[config.mk]
export PLATFORM = sky130hd
export DESIGN_NAME = mem_access_unit_flat
export DESIGN_NICKNAME = d
export VERILOG_FILES = /design/src/rtl/mem_access_if.sv /design/src/rtl/mem_access_unit.sv /design/src/flat_wrapper.sv
export SDC_FILE = /design/constraint.sdc
export NUM_CORES = 1
export LEC_CHECK = 0
export ABC_AREA = 1
export BUFFER_PORTS_ARGS = -buffer_cell sky130_fd_sc_hd__buf_4
export CAP_MARGIN = 20
export CORE_UTILIZATION = 42
export CTS_BUF_LIST = sky130_fd_sc_hd__clkbuf_4
export DETAILED_ROUTE_END_ITERATION = 6
export PLACE_DENSITY_LB_ADDON = 0.3
export SYNTH_ARGS = -nofsm -noshare
export SYNTH_HDL_FRONTEND = slang
export SYNTH_SLANG_ARGS = --single-unit
export TNS_END_PERCENT = 50
[constraint.sdc]
create_clock -name clk -period 1.9 [get_ports clk]
set_input_delay 0 -clock clk [delete_from_list [all_inputs] [get_ports clk]]
set_output_delay 0 -clock clk [all_outputs]
set_load 0.01 [all_outputs]
[src/rtl/mem_access_if.sv]
// mem_access_if: M-stage request/strobe signals and W-stage load-return signals
// shared between the pipeline and mem_access_unit.
interface mem_access_if #(parameter int DATA_W = 32);
    logic [3:0]          m_op;
    logic [31:0]         m_addr;
    logic [DATA_W-1:0]   m_rt;
    logic [1:0]          m_cmov;
    logic                stall;
    logic                flush;
    logic                mem_we;
    logic [DATA_W/8-1:0] mem_be;
    logic [DATA_W-1:0]   mem_wdata;
    logic                exc_adel;
    logic                exc_ades;
    logic                m_cmov_we;
    logic [31:0]         badvaddr;
    logic [DATA_W-1:0]   w_rdata;
    logic [DATA_W-1:0]   w_load_result;
    logic                w_load_valid;
    logic                w_cmov_we;
    modport slave (
        input  m_op, m_addr, m_rt, m_cmov, stall, flush, w_rdata,
        output mem_we, mem_be, mem_wdata, exc_adel, exc_ades, m_cmov_we, badvaddr,
               w_load_result, w_load_valid, w_cmov_we
    );
    modport master (
        output m_op, m_addr, m_rt, m_cmov, stall, flush, w_rdata,
        input  mem_we, mem_be, mem_wdata, exc_adel, exc_ades, m_cmov_we, badvaddr,
               w_load_result, w_load_valid, w_cmov_we
    );
endinterface

[src/rtl/mem_access_unit.sv]
// mem_access_unit: M-stage byte-enable/store-data/alignment decode plus M->W load extraction.
// MEM_ALIGN_EXC_EN enables address-error exceptions; otherwise misaligned addresses are force-aligned.
module mem_access_unit #(parameter int DATA_W = 32) (
    input logic         clk,
    input logic         reset,
    mem_access_if.slave bus
);
    localparam int BYTES = DATA_W / 8;
    localparam logic [3:0] OP_NONE = 4'd0, OP_LB = 4'd1, OP_LBU = 4'd2, OP_LH = 4'd3, OP_LHU = 4'd4,
                           OP_LW = 4'd5, OP_LWL = 4'd6, OP_LWR = 4'd7, OP_SB = 4'd8, OP_SH = 4'd9,
                           OP_SW = 4'd10, OP_SWL = 4'd11, OP_SWR = 4'd12, OP_LD = 4'd13, OP_SD = 4'd14;
    logic [3:0]       op, op_d, op_q, wm;
    logic             is_load, is_store, sz_b, sz_h, sz_w, sz_d, is_l, is_r, exc, lane, we;
    logic [1:0]       off, off_q;
    logic [31:0]      wd, rt_q, badvaddr_d, badvaddr_q, w, sh, lwl, lwr;
    logic [BYTES-1:0] be;
    logic             lane_q, cmov_q;
    assign op = (bus.m_op == 4'd15 || (DATA_W == 32 && (bus.m_op == OP_LD || bus.m_op == OP_SD)))
                ? OP_NONE : bus.m_op;
    assign is_load  = op inside {[OP_LB:OP_LWR], OP_LD};
    assign is_store = op inside {[OP_SB:OP_SWR], OP_SD};
    assign sz_b = op inside {OP_LB, OP_LBU, OP_SB};
    assign sz_h = op inside {OP_LH, OP_LHU, OP_SH};
    assign sz_w = op inside {OP_LW, OP_SW};
    assign sz_d = op inside {OP_LD, OP_SD};
    assign is_l = op inside {OP_LWL, OP_SWL};
    assign is_r = op inside {OP_LWR, OP_SWR};
`ifdef MEM_ALIGN_EXC_EN
    assign exc  = (sz_h & bus.m_addr[0]) | (sz_w & |bus.m_addr[1:0]) | (sz_d & |bus.m_addr[2:0]);
    assign off  = bus.m_addr[1:0];
    assign lane = DATA_W == 64 ? bus.m_addr[2] : 1'b0;
`else
    assign exc  = 1'b0;
    assign off  = (sz_w | sz_d) ? 2'b00 : sz_h ? {bus.m_addr[1], 1'b0} : bus.m_addr[1:0];
    assign lane = (DATA_W == 64 && !sz_d) ? bus.m_addr[2] : 1'b0;
`endif
    // Word-level mask; LWL/SWL cover bytes 0..off, LWR/SWR cover bytes off..3
    assign wm = sz_b ? 4'b0001 << off :
                sz_h ? 4'b0011 << off :
                is_l ? (4'b0010 << off) - 4'd1 :
                is_r ? ~((4'b0001 << off) - 4'd1) : 4'b1111;
    assign be = sz_d ? '1 : BYTES'(wm) << {lane, 2'b00};
    assign wd = sz_b ? {4{bus.m_rt[7:0]}} :
                sz_h ? {2{bus.m_rt[15:0]}} :
                is_l ? bus.m_rt[31:0] >> {~off, 3'b000} :
                is_r ? bus.m_rt[31:0] << {off, 3'b000} : bus.m_rt[31:0];
    assign we            = is_store & ~exc & ~bus.stall & ~bus.flush;
    assign bus.mem_we    = we;
    assign bus.mem_be    = (we | (is_load & ~exc)) ? be : '0;
    assign bus.mem_wdata = sz_d ? bus.m_rt : {(BYTES / 4){wd}};
    assign bus.exc_adel  = is_load & exc;
    assign bus.exc_ades  = is_store & exc;
    assign bus.m_cmov_we = ~bus.flush & ((bus.m_cmov == 2'b01 & |bus.m_rt) | (bus.m_cmov == 2'b10 & ~|bus.m_rt));
    assign op_d       = (bus.flush | ~is_load | exc) ? OP_NONE : op;
    assign badvaddr_d = (exc & ~bus.stall & ~bus.flush) ? bus.m_addr : badvaddr_q;
    always_ff @(posedge clk) begin
        if (!reset) begin
            op_q       <= OP_NONE;
            off_q      <= 2'b00;
            lane_q     <= 1'b0;
            rt_q       <= '0;
            cmov_q     <= 1'b0;
            badvaddr_q <= '0;
        end else begin
            if (bus.flush || !bus.stall) begin
                op_q   <= op_d;
                off_q  <= off;
                lane_q <= lane;
                rt_q   <= bus.m_rt[31:0];
                cmov_q <= bus.m_cmov_we;
            end
            badvaddr_q <= badvaddr_d;
        end
    end
    assign w   = 32'(bus.w_rdata >> {lane_q, 5'b00000});
    assign sh  = w >> {off_q, 3'b000};
    assign lwl = (w << {~off_q, 3'b000}) | (rt_q & ~(32'hFFFF_FFFF << {~off_q, 3'b000}));
    assign lwr = sh | (rt_q & ~(32'hFFFF_FFFF >> {off_q, 3'b000}));
    assign bus.w_load_result = op_q == OP_LB  ? DATA_W'($signed(sh[7:0])) :
                               op_q == OP_LBU ? DATA_W'(sh[7:0]) :
                               op_q == OP_LH  ? DATA_W'($signed(sh[15:0])) :
                               op_q == OP_LHU ? DATA_W'(sh[15:0]) :
                               op_q == OP_LW  ? DATA_W'($signed(w)) :
                               op_q == OP_LWL ? DATA_W'($signed(lwl)) :
                               op_q == OP_LWR ? DATA_W'($signed(lwr)) :
                               op_q == OP_LD  ? bus.w_rdata : '0;
    assign bus.w_load_valid = op_q inside {[OP_LB:OP_LWR], OP_LD};
    assign bus.w_cmov_we    = cmov_q;
    assign bus.badvaddr     = badvaddr_q;
endmodule
[src/flat_wrapper.sv]
// flat-port wrapper written by rule: the top's interface ports become plain ports
module mem_access_unit_flat 
#(parameter int DATA_W = 32)
  (clk, reset, bus_m_op, bus_m_addr, bus_m_rt, bus_m_cmov, bus_stall, bus_flush, bus_w_rdata, bus_mem_we, bus_mem_be, bus_mem_wdata, bus_exc_adel, bus_exc_ades, bus_m_cmov_we, bus_badvaddr, bus_w_load_result, bus_w_load_valid, bus_w_cmov_we);
  mem_access_if #(.DATA_W(DATA_W)) bus_i ();
  input logic clk;
  input logic reset;
  input wire logic [$bits(bus_i.m_op)-1:0] bus_m_op;
  input wire logic [$bits(bus_i.m_addr)-1:0] bus_m_addr;
  input wire logic [$bits(bus_i.m_rt)-1:0] bus_m_rt;
  input wire logic [$bits(bus_i.m_cmov)-1:0] bus_m_cmov;
  input wire logic [$bits(bus_i.stall)-1:0] bus_stall;
  input wire logic [$bits(bus_i.flush)-1:0] bus_flush;
  input wire logic [$bits(bus_i.w_rdata)-1:0] bus_w_rdata;
  output wire logic [$bits(bus_i.mem_we)-1:0] bus_mem_we;
  output wire logic [$bits(bus_i.mem_be)-1:0] bus_mem_be;
  output wire logic [$bits(bus_i.mem_wdata)-1:0] bus_mem_wdata;
  output wire logic [$bits(bus_i.exc_adel)-1:0] bus_exc_adel;
  output wire logic [$bits(bus_i.exc_ades)-1:0] bus_exc_ades;
  output wire logic [$bits(bus_i.m_cmov_we)-1:0] bus_m_cmov_we;
  output wire logic [$bits(bus_i.badvaddr)-1:0] bus_badvaddr;
  output wire logic [$bits(bus_i.w_load_result)-1:0] bus_w_load_result;
  output wire logic [$bits(bus_i.w_load_valid)-1:0] bus_w_load_valid;
  output wire logic [$bits(bus_i.w_cmov_we)-1:0] bus_w_cmov_we;
  assign bus_i.m_op = bus_m_op;
  assign bus_i.m_addr = bus_m_addr;
  assign bus_i.m_rt = bus_m_rt;
  assign bus_i.m_cmov = bus_m_cmov;
  assign bus_i.stall = bus_stall;
  assign bus_i.flush = bus_flush;
  assign bus_i.w_rdata = bus_w_rdata;
  assign bus_mem_we = bus_i.mem_we;
  assign bus_mem_be = bus_i.mem_be;
  assign bus_mem_wdata = bus_i.mem_wdata;
  assign bus_exc_adel = bus_i.exc_adel;
  assign bus_exc_ades = bus_i.exc_ades;
  assign bus_m_cmov_we = bus_i.m_cmov_we;
  assign bus_badvaddr = bus_i.badvaddr;
  assign bus_w_load_result = bus_i.w_load_result;
  assign bus_w_load_valid = bus_i.w_load_valid;
  assign bus_w_cmov_we = bus_i.w_cmov_we;
  mem_access_unit #(.DATA_W(DATA_W)) u_core (.clk(clk), .reset(reset), .bus(bus_i));
endmodule
==> results of run 1 <==
## through the flow
stage	power [mW]	util [%]	std cells	hold slack [ns]
CTS	2.871	58.26	1418	0.001732
finish	2.960	61.62	1434	0.03337
detailed placement	2.415	54.21	1375	0.2874
floorplan	1.837	-	1098	0.05485
global route	3.156	61.62	1434	0.05092
global placement	2.408	54.21	1375	0.2815
## per-layer routing
metal | part of all wire, % | wire length [um]
met5 | 0 | 0
met2 | 45 | 10210
met1 | 40 | 9187
met4 | 4.9 | 1114
met3 | 9.6 | 2188
## registers in the layout, indices dropped and copies added, names as in the netlist
name	count
u_core.rt_q	32
u_core.op_q	4
u_core.off_q	2
u_core.bus.w_cmov_we	1
## cell families (layout without fill, tap and decap cells)
logic type / count (synthesis) / after routing / share of synthesized area (%)
buf+inv: 211 / 374 / 17.41
other cells: 1 / 35 / 0.06681
simple gates: 526 / 526 / 39.72
flops: 39 / 39 / 13.91
compound gates: 284 / 284 / 28.00
fa+ha+maj: 4 / 4 / 0.8917
## layout make-up
cell class                      instances  share of cell area [%]
Multi-Input combinational cell        848                   53.39
Tap cell                              172                   2.723
Timing Repair Buffer                  248                   27.17
Sequential cell                        39                   10.16
Inverter                              119                   5.937
Clock inverter                          2                  0.1108
Antenna cell                            1                 0.03167
Clock buffer                            5                  0.4750
## worst max-delay path, stage by stage, from the launching register on
cell and delay [ns]:
dfxtp_4 0.40, inv_4 0.05, nor2_4 0.08, inv_2 0.05, nor2_4 0.19, buf_6 0.14, o21ai_2 0.04, o21ai_1 0.17
nand2_1 0.07, o21ai_1 0.07, o21ai_1 0.09, o211ai_1 0.11, nand2_1 0.10, buf_6 0.13
## cell usage in the layout, fill, tap and decap left out, types with 5 or more instances in the layout
| cell type | count |
|---|---|
| nand2_1 | 319 |
| buf_4 | 185 |
| o21ai_0 | 112 |
| nand3_1 | 104 |
| inv_1 | 94 |
| a21oi_1 | 63 |
| nor2_1 | 58 |
| o21ai_1 | 49 |
| conb_1 | 34 |
| dlygate4sd3_1 | 34 |
| dfxtp_1 | 33 |
| inv_2 | 17 |
| o21ai_2 | 16 |
| buf_6 | 16 |
| nand4_1 | 11 |
| nor2_2 | 8 |
| nand2_2 | 7 |
| nor2_4 | 7 |
| o2111ai_1 | 6 |
| a22oi_1 | 6 |
| inv_4 | 6 |
| clkbuf_4 | 6 |
| buf_12 | 6 |
| dfxtp_4 | 6 |
| a221oi_2 | 5 |
| o311ai_1 | 5 |
## what timing repair did
action	CTS	global route
cloned	1	4
hold endpoints to repair	36	0
buffers inserted	1	11
hold buffers	34	0
pin swaps	8	30
setup endpoints to repair	32	33
resized for setup	64	112
## report_power, final
group | switching (mW) | internal (mW)
Combinational | 0.996 | 0.666
Sequential | 0.0439 | 0.866
Clock | 0.257 | 0.131
## path summary, 6_finish.rpt
check                                                   from                            to  slack, ns  depth (start not counted)
worst max register to register  u_core.off_q[0]$_SDFFE_PN0P_  u_core.off_q[0]$_SDFFE_PN0P_       0.93                          4
worst min register to register   u_core.rt_q[8]$_SDFFE_PN0P_   u_core.rt_q[8]$_SDFFE_PN0P_       0.48                          2
worst max-delay path             u_core.op_q[1]$_SDFFE_PN0P_         bus_w_load_result[15]      -0.13                         13
worst min-delay path                                   reset  u_core.off_q[1]$_SDFFE_PN0P_       0.03                          3
==> summary.md, run 1 <==
| Metric | Value |
|---|---|
| Max-slew violation total from the final report | `0` |
| Total Neg Setup Slack | `-1.591 ns` |
| Count of synthesis-stage warnings from yosys | `0` |
| Chip width | `117.6 um` |
| Final Worst Setup Slack | `-0.1265 ns` |
| I/O pins | `212` |
| Worst slack at placement | `0.04587 ns` |
| Pin count of the biggest net entering global routing | `51` |
| Critical Path Start Type | `flop` |
| Hold violation count in the final report | `0` |
| Violation count after the first detailed-routing iteration | `950` |
| Violations in the final reports | `negative setup slack` |
| Number of global-route vias before repair | `7075` |
| Peak supply drop | `0.2292 mV` |
| CTS HTree Levels | `2` |
| Finished layout cell area | `7903 um2` |
| Area growth from synthesis to layout | `40.79%` |
| Run status | `complete, but fails checks` |
| Crit path time final | `2.027 ns` |
| Element type at the critical path end | `output pin` |
| Worst min-delay path class | `in2reg` |
| Skew final | `0 ns` |
| Fraction of layout cells with a size suffix above 1 | `25.06%` |
| Endpoints failing setup | `26` |
| Detailed-route wire length per cell | `15.83 um` |
| Later-pin clock latency in the skew report | `0.33 ns` |
| Routed Wire Length | `22700 um` |
| Footprint of the multi-input gates | `4219 um2` |
| Number of nets in the layout | `1371` |
| Worst path required time | `1.90 ns` |
| Yosys top cell area share | `21.87%` |
| Overall routing resource usage | `30.53%` |
| First-pass GRT wire length | `35020 um` |
| Number of buffers inserted during clock tree synthesis | `5` |
| Async set-or-reset flop fraction in the synthesized netlist | `0%` |
| WP data arrival | `2.03 ns` |
| Critical path class | `reg2out` |
| Prevailing post-synth register cell | `dfxtp_1` |
| Antenna violations before repair | `1` |
| Starting utilization of the core area | `43.77%` |
| Row count | `41` |
| Routed vias/inst | `5.568` |
| RSZ-0062 raised after global routing | `yes` |
| Total power per unit cell area | `374.6 nW/um2` |
| Number of cells produced by synthesis | `1065` |
| Fill count | `1220` |
| Cell taking the most area after synthesis | `nand2_1` |
| ANT nets after route | `0` |
| Number of max-cap violations | `0` |
| Number of enable flip-flop cells after synthesis | `0` |
| GPL Wtd Cong | `1.050` |
| Area of the die | `13830 um2` |
| Half-perimeter wire length of the detailed placement result | `16290 um` |
| M3 GR Usage | `3.101%` |
| Dominant cells by area after synthesis | `nand2_1 (22%), o21ai_0 (15%), dfxtp_1 (14%)` |
| Cell leakage power | `3.979 nW` |
| Peak-usage layer in the global routing report | `met2` |
| Global routing met2 resource utilization | `47.72%` |
| CTS clock-pin slew for the worst setup and hold paths | `0.11 ns` |
| Avg Cell Area, Syn | `5.270 um2` |
| Buffers from clock root to sink, at most | `2` |
| Post-route DRC | `0` |
| Sequential-to-total area share from yosys stat | `13.91%` |
| Number of buffer cells added on primary ports | `147` |
| Most common cell in the synthesized netlist | `nand2_1` |
| Core Footprint | `12820 um2` |
| Unique masters post-synth | `43` |
| Routed vias | `7985` |
| Storage cell area | `803.3 um2` |
| Pre-Repair DR Iteration Count | `6` |
| Met1 track demand over resource in global routing | `40.11%` |
| TritonCTS clock tree | `yes` |
| Overflow left after global routing | `0` |
| Post-route fraction of the period consumed by the critical path | `106.7%` |
| Root buf cell | `clkbuf_4` |
| Post-DP Area | `6953 um2` |
| Die boundary height | `117.6 um` |
| Number of clock sinks | `39` |
| Biggest fanout along the worst timing path | `5` |
| Post-synthesis instance area | `5613 um2` |
| Maximum achievable frequency | `493.5 MHz` |
| Yosys reg bits | `39` |
| Most frequent cells after synthesis | `nand2_1 (327), o21ai_0 (167), inv_1 (109)` |
(Power assumes the default switching activity.)
==> run 2, diff against run 1 <==
- PLACE_DENSITY: unset -> 0.76
- PLACE_DENSITY_LB_ADDON: 0.3 -> unset
==> run 2 against run 1 <==
Net effect: the flow still finishes with violations (negative setup slack); power is 4.5% higher; maximum frequency shrank 2.0%; combinational power is 7% higher.
==> summary.md, run 2 (synthesized netlist as in run 1, its figures left out) <==
| Metric | Value |
|---|---|
| Post-DP Area | `6895 um2` |
| Dominant cell type by count on the critical path | `buf_4` |
| Die boundary height | `117.6 um` |
| Number of placed instances, taps included | `1369` |
| Buffers from clock root to sink, at most | `2` |
| Violation count after the first detailed-routing iteration | `840` |
| Antenna violations before repair | `1` |
| Largest regs | `u_core.rt_q (32), u_core.op_q (4), u_core.off_q (2)` |
| Worst min-delay path class | `in2reg` |
| Internal power of the cells | `1.730 mW` |
| Overall routing resource usage | `32.92%` |
| Crit path cell chain | `clkinvlp_4 -> nand2_2 -> buf_4 -> o21ai_4 -> buf_12 -> a221oi_2 -> o21ai_1 -> buf_4` |
| Post-Route Utilization | `63.29%` |
| Worst path required time | `1.90 ns` |
| Post-route fraction of the period consumed by the critical path | `108.8%` |
| Routed vias/inst | `5.664` |
| Biggest fanout along the worst timing path | `8` |
| CTS clock-pin slew for the worst setup and hold paths | `0.12 ns` |
| Skew final | `0 ns` |
| Finished layout cell area | `8117 um2` |
| ANT nets after route | `0` |
| Violations in the final reports | `negative setup slack` |
| Number of max-cap violations | `0` |
| GPL Wtd Cong | `0.9684` |
| Post-route DRC | `0` |
| Number of buffer cells added on primary ports | `147` |
| Later-pin clock latency in the skew report | `0.35 ns` |
| Half-perimeter wire length of the detailed placement result | `16810 um` |
| Max-slew violation total from the final report | `0` |
| PnR Total Power | `3.094 mW` |
| Max incr delay on CP | `0.42 ns` |
| Final Worst Setup Slack | `-0.1679 ns` |
| CTS HTree Levels | `2` |
| Number of clock sinks | `39` |
| Total power per unit cell area | `381.2 nW/um2` |
| Run status | `complete, but fails checks` |
| Chip width | `117.6 um` |
| Hold violation count in the final report | `0` |
| Library cell contributing the largest single delay on the critical path | `dfxtp_4` |
| Worst reg-to-reg setup slack | `0.98 ns` |
| WP data arrival | `2.07 ns` |
| Sequential cell fraction of total power | `29.4%` |
| Switching portion of total power | `44.08%` |
| Area of the die | `13830 um2` |
| Number of buffers inserted during clock tree synthesis | `5` |
| Fill count | `1215` |
| Combinational cell fraction of total power | `57.3%` |
| Row count | `41` |
| WHS | `0.01670 ns` |
| Pre-Repair DR Iteration Count | `5` |
| Cell leakage power | `4.083 nW` |
| Routed vias | `8202` |
| I/O pins | `212` |
| Critical Path Start Type | `flop` |
| Switching pwr | `1.364 mW` |
| Starting utilization of the core area | `43.77%` |
| First-pass GRT wire length | `37720 um` |
| Fraction of layout cells with a size suffix above 1 | `26.59%` |
| Number of nets in the layout | `1384` |
| RSZ-0062 raised after global routing | `yes` |
| Crit path time final | `2.068 ns` |
| Highest-count cells in the layout ignoring fill and taps | `nand2_1 (323), buf_4 (193), nand3_1 (103)` |
| Root buf cell | `clkbuf_4` |
| Peak supply drop | `0.2630 mV` |
| Biggest register | `u_core.rt_q` |
| Most common cell after layout, fill and taps aside | `nand2_1` |
| Element type at the critical path end | `output pin` |
| Area growth from synthesis to layout | `44.61%` |
| TritonCTS clock tree | `yes` |
| Number of global-route vias before repair | `7499` |
| Routed Wire Length | `24300 um` |
| Detailed-route wire length per cell | `16.78 um` |
| Overflow left after global routing | `0` |
| Count of non-filler cells in the finished layout | `1448` |
| Endpoints failing setup | `28` |
| Critical path class | `reg2out` |
| Max reg flops | `32` |
| Clock network power share | `13.4%` |
| Maximum achievable frequency | `483.6 MHz` |
| Core Footprint | `12820 um2` |
| Total Neg Setup Slack | `-2.228 ns` |
| Worst slack at placement | `0.04329 ns` |
| Pin count of the biggest net entering global routing | `52` |
## run 2: changes by cell type in the layout (fill, tap and decap cells not counted), sizes merged
cell,delta
buf,+15
clkbuf,-2
clkinv,+1
clkinvlp,+1
dlygate4sd3,-1
dlymetal6s4s,+1
inv,-1
## run 2: layer usage
layer	routed length (um)	track usage [%]
met1	9562	42.10
met2	10820	52.06
met3	2515	4.893
met4	1396	19.87
met5	0	0
## run 2: power by group through the flow
stage,clock [mW],combinational [mW],sequential [mW]
floorplan,0,0.928,0.909
finish,0.413,1.77,0.909
global placement,0,1.48,0.924
global route,0.454,1.92,0.915
CTS,0.420,1.66,0.908
detailed placement,0,1.48,0.926
## run 2: final cells by class
type / instances / area [um2] / area share, %
antenna: 1 / 2.502 / 0.03083
clock buffer: 5 / 37.54 / 0.4625
clock inverter: 3 / 15.01 / 0.1850
inverter: 119 / 473.0 / 5.827
multi-input combinational: 848 / 4267 / 52.57
sequential: 39 / 800.8 / 9.866
tap: 172 / 215.2 / 2.651
timing repair buffer: 261 / 2306 / 28.41
## run 2: worst paths after layout
| kind | to | cells after the start | startpoint |
|---|---|---|---|
| worst max-delay path | bus_w_load_result[24] | 8 | u_core.off_q[1]$_SDFFE_PN0P_ |
| worst min-delay path | u_core.rt_q[26]$_SDFFE_PN0P_ | 3 | bus_m_rt[26] |
| worst max register to register | u_core.off_q[0]$_SDFFE_PN0P_ | 3 | u_core.off_q[0]$_SDFFE_PN0P_ |
| worst min register to register | u_core.rt_q[8]$_SDFFE_PN0P_ | 2 | u_core.rt_q[8]$_SDFFE_PN0P_ |
## run 2: repair_timing
item | in CTS | in global routing
hold buffers | 34 | 0
pin swaps | 24 | 25
hold endpoints to repair | 34 | 0
setup endpoints to repair | 32 | 35
cloned | 3 | 3
gates resized for setup | 131 | 69
setup buffers | 22 | 10
## run 2: worst max-delay path: cells and delay by family, from the launching register on
family / cells / cell delay [ns]
buffers and inverters: 4 / 0.67
AO/OA/AOI/OAI: 3 / 0.46
flip-flops: 1 / 0.42
AND/OR/NAND/NOR: 1 / 0.16
==> run 3, diff against run 2 <==
- ABC_AREA: 1 -> 0
==> run 3 against run 2 <==
Net effect: largest power group unchanged; combinational power is essentially flat; final area is 2.7% higher; critical path depth fell by 2; hold slack better by 0.025 ns; area after synthesis rose by 3.7%; the run still ends with negative setup slack left; largest cell class unchanged; first-iteration DRC count rose by 22%.
==> summary.md, run 3 <==
| Metric | Value |
|---|---|
| Routed Wire Length | `23300 um` |
| Number of placed instances, taps included | `1130` |
| Half-perimeter wire length of the detailed placement result | `16070 um` |
| Cell leakage power | `3.610 nW` |
| Overflow left after global routing | `0` |
| Max reg flops | `32` |
| Fraction of layout cells with a size suffix above 1 | `35.47%` |
| Number of buffer cells added on primary ports | `147` |
| Crit path cell chain | `buf_12 -> mux2_4 -> mux2_4 -> a222oi_1 -> inv_1 -> buf_4` |
| Worst slack at placement | `-0.06169 ns` |
| Critical path class | `reg2out` |
| Total Neg Setup Slack | `-5.522 ns` |
| Dominant cells by area after synthesis | `dfxtp_1 (13%), nand2_1 (9.2%), mux2_2 (7.2%)` |
| Dominant cell type by count on the critical path | `mux2_4` |
| Violations in the final reports | `negative setup slack` |
| Detailed-route wire length per cell | `19.60 um` |
| ANT nets after route | `0` |
| Overall routing resource usage | `30.45%` |
| Critical Path Start Type | `flop` |
| CTS clock-pin slew for the worst setup and hold paths | `0.12 ns` |
| Core Footprint | `13400 um2` |
| Row count | `42` |
| WP data arrival | `2.18 ns` |
| Routed vias | `7553` |
| Final Worst Setup Slack | `-0.2819 ns` |
| Skew final | `0 ns` |
| RSZ-0062 raised after global routing | `yes` |
| Later-pin clock latency in the skew report | `0.34 ns` |
| Root buf cell | `clkbuf_4` |
| Area growth from synthesis to layout | `43.16%` |
| Worst path required time | `1.90 ns` |
| Max-slew violation total from the final report | `0` |
| Endpoints failing setup | `32` |
| Avg Cell Area, Syn | `7.047 um2` |
| Prevailing post-synth register cell | `dfxtp_1` |
| Worst max-slew margin expressed relative to the limit | `63.76%` |
| Die boundary height | `119.7 um` |
| Number of enable flip-flop cells after synthesis | `0` |
| Sequential-to-total area share from yosys stat | `13.41%` |
| Run status | `complete, but fails checks` |
| Post-DP Area | `7212 um2` |
| Starting utilization of the core area | `43.44%` |
| Number of clock sinks | `39` |
| Number of nets in the layout | `1121` |
| Biggest register | `u_core.rt_q` |
| Antenna violations before repair | `1` |
| First-pass GRT wire length | `35260 um` |
| Most common cell in the synthesized netlist | `nand2_1` |
| Chip width | `119.7 um` |
| Biggest fanout along the worst timing path | `7` |
| Yosys top cell area share | `13.41%` |
| TritonCTS clock tree | `yes` |
| Total power per unit cell area | `373.9 nW/um2` |
| Violation count after the first detailed-routing iteration | `1023` |
| Routed vias/inst | `6.352` |
| Post-synthesis instance area | `5821 um2` |
| Pre-Repair DR Iteration Count | `6` |
| Finished layout cell area | `8333 um2` |
| Most frequent cells after synthesis | `nand2_1 (142), a21oi_1 (62), clkbuf_1 (51)` |
| GPL Wtd Cong | `0.9861` |
| Number of global-route vias before repair | `6699` |
| Largest regs | `u_core.rt_q (32), u_core.op_q (4), u_core.off_q (2)` |
| Most common cell after layout, fill and taps aside | `buf_4` |
| Post-route DRC | `0` |
| Unique masters post-synth | `66` |
| Library cell contributing the largest single delay on the critical path | `dfxtp_4` |
| Element type at the critical path end | `output pin` |
| I/O pins | `212` |
| Pin count of the biggest net entering global routing | `38` |
| CTS HTree Levels | `2` |
| Yosys reg bits | `39` |
| Number of max-cap violations | `0` |
| Hold violation count in the final report | `0` |
| Highest-count cells in the layout ignoring fill and taps | `buf_4 (196), nand2_1 (136), a21oi_1 (53)` |
| Crit path time final | `2.182 ns` |
| Peak supply drop | `0.2117 mV` |
| Count of synthesis-stage warnings from yosys | `0` |
| Post-route fraction of the period consumed by the critical path | `114.8%` |
| Transition time at the pin with the least slew margin | `0.5412 ns` |
| Worst min-delay path class | `in2reg` |
| Maximum achievable frequency | `458.3 MHz` |
| Buffers from clock root to sink, at most | `2` |
| Number of cells produced by synthesis | `826` |
| Post-Route Utilization | `62.18%` |
| Count of non-filler cells in the finished layout | `1189` |
| Number of buffers inserted during clock tree synthesis | `5` |
| Async set-or-reset flop fraction in the synthesized netlist | `0%` |
| Max incr delay on CP | `0.45 ns` |
| Cell taking the most area after synthesis | `dfxtp_1` |
| Area of the die | `14330 um2` |
run 3: cell families (layout without fill, tap and decap cells):
logic type      Yosys count  count (layout)  synth area share (%)
compound gates          311             311                 38.29
simple gates            270             270                 21.47
buf+inv                 124             277                 11.26
mux                      75              75                 14.34
flops                    39              39                 13.41
fa+ha+maj                 4               4                0.8599
xor+xnor                  2               2                0.3010
other cells               1              35               0.06443
run 3: per-layer routing:
metal	track usage (%)	wire length, um	up-vias
met5	0	0	-
met3	4.895	2583	66
li1	-	-	3411
met2	49.71	10780	544
met4	11.17	699	0
met1	40.17	9237	3532
run 3: critical path, delay by kind of cell (launching register included):
| kind | cells | cell delay (ns) |
|---|---|---|
| DFF | 1 | 0.45 |
| muxes | 2 | 0.59 |
| AOI/OAI and AO/OA | 1 | 0.39 |
| buffers and inverters | 3 | 0.40 |
run 3: power breakdown:
group | switching [mW] | total [mW] | internal (mW) | leakage (nW)
registers | 0.0667 | 0.930 | 0.863 | 0.326
logic | 0.920 | 1.76 | 0.836 | 3.25
clock network | 0.274 | 0.431 | 0.157 | 0.0317
run 3: metrics by stage:
stage | hold WS (ns) | power, mW
5_1_grt | 0.04461 | 3.275
2_1_floorplan | 0.04753 | 1.840
4_1_cts | 0.04126 | 2.988
3_3_place_gp | 0.2905 | 2.413
3_5_place_dp | 0.2906 | 2.426
6_report | 0.04131 | 3.116
run 3: path summary, 6_finish.rpt:
path	startpoint	endpoint	slack, ns	cells past startpoint
max reg2reg	u_core.off_q[0]$_SDFFE_PN0P_	u_core.off_q[0]$_SDFFE_PN0P_	0.82	5
min	reset	u_core.rt_q[6]$_SDFFE_PN0P_	0.04	2
max	u_core.off_q[0]$_SDFFE_PN0P_	bus_w_load_result[5]	-0.28	6
min reg2reg	u_core.rt_q[0]$_SDFFE_PN0P_	u_core.rt_q[0]$_SDFFE_PN0P_	0.47	2
run 3: final cells by class:
class	count	area, um2
antenna	1	2.502
multi-input combinational	696	4955
inverter	11	41.29
clock inverter	2	12.51
tap	176	220.2
sequential	39	795.8
fill	1185	5067
clock buffer	6	45.04
timing repair buffer	258	2261
run 3: what timing repair did:
action / CTS / global route
endpoints found under the hold margin: 34 / 0
cloned: 3 / 1
hold buffers: 33 / 0
buffers inserted: 14 / 2
pin swaps: 7 / 15
endpoints found under the setup margin: 33 / 53
resized for setup: 55 / 95
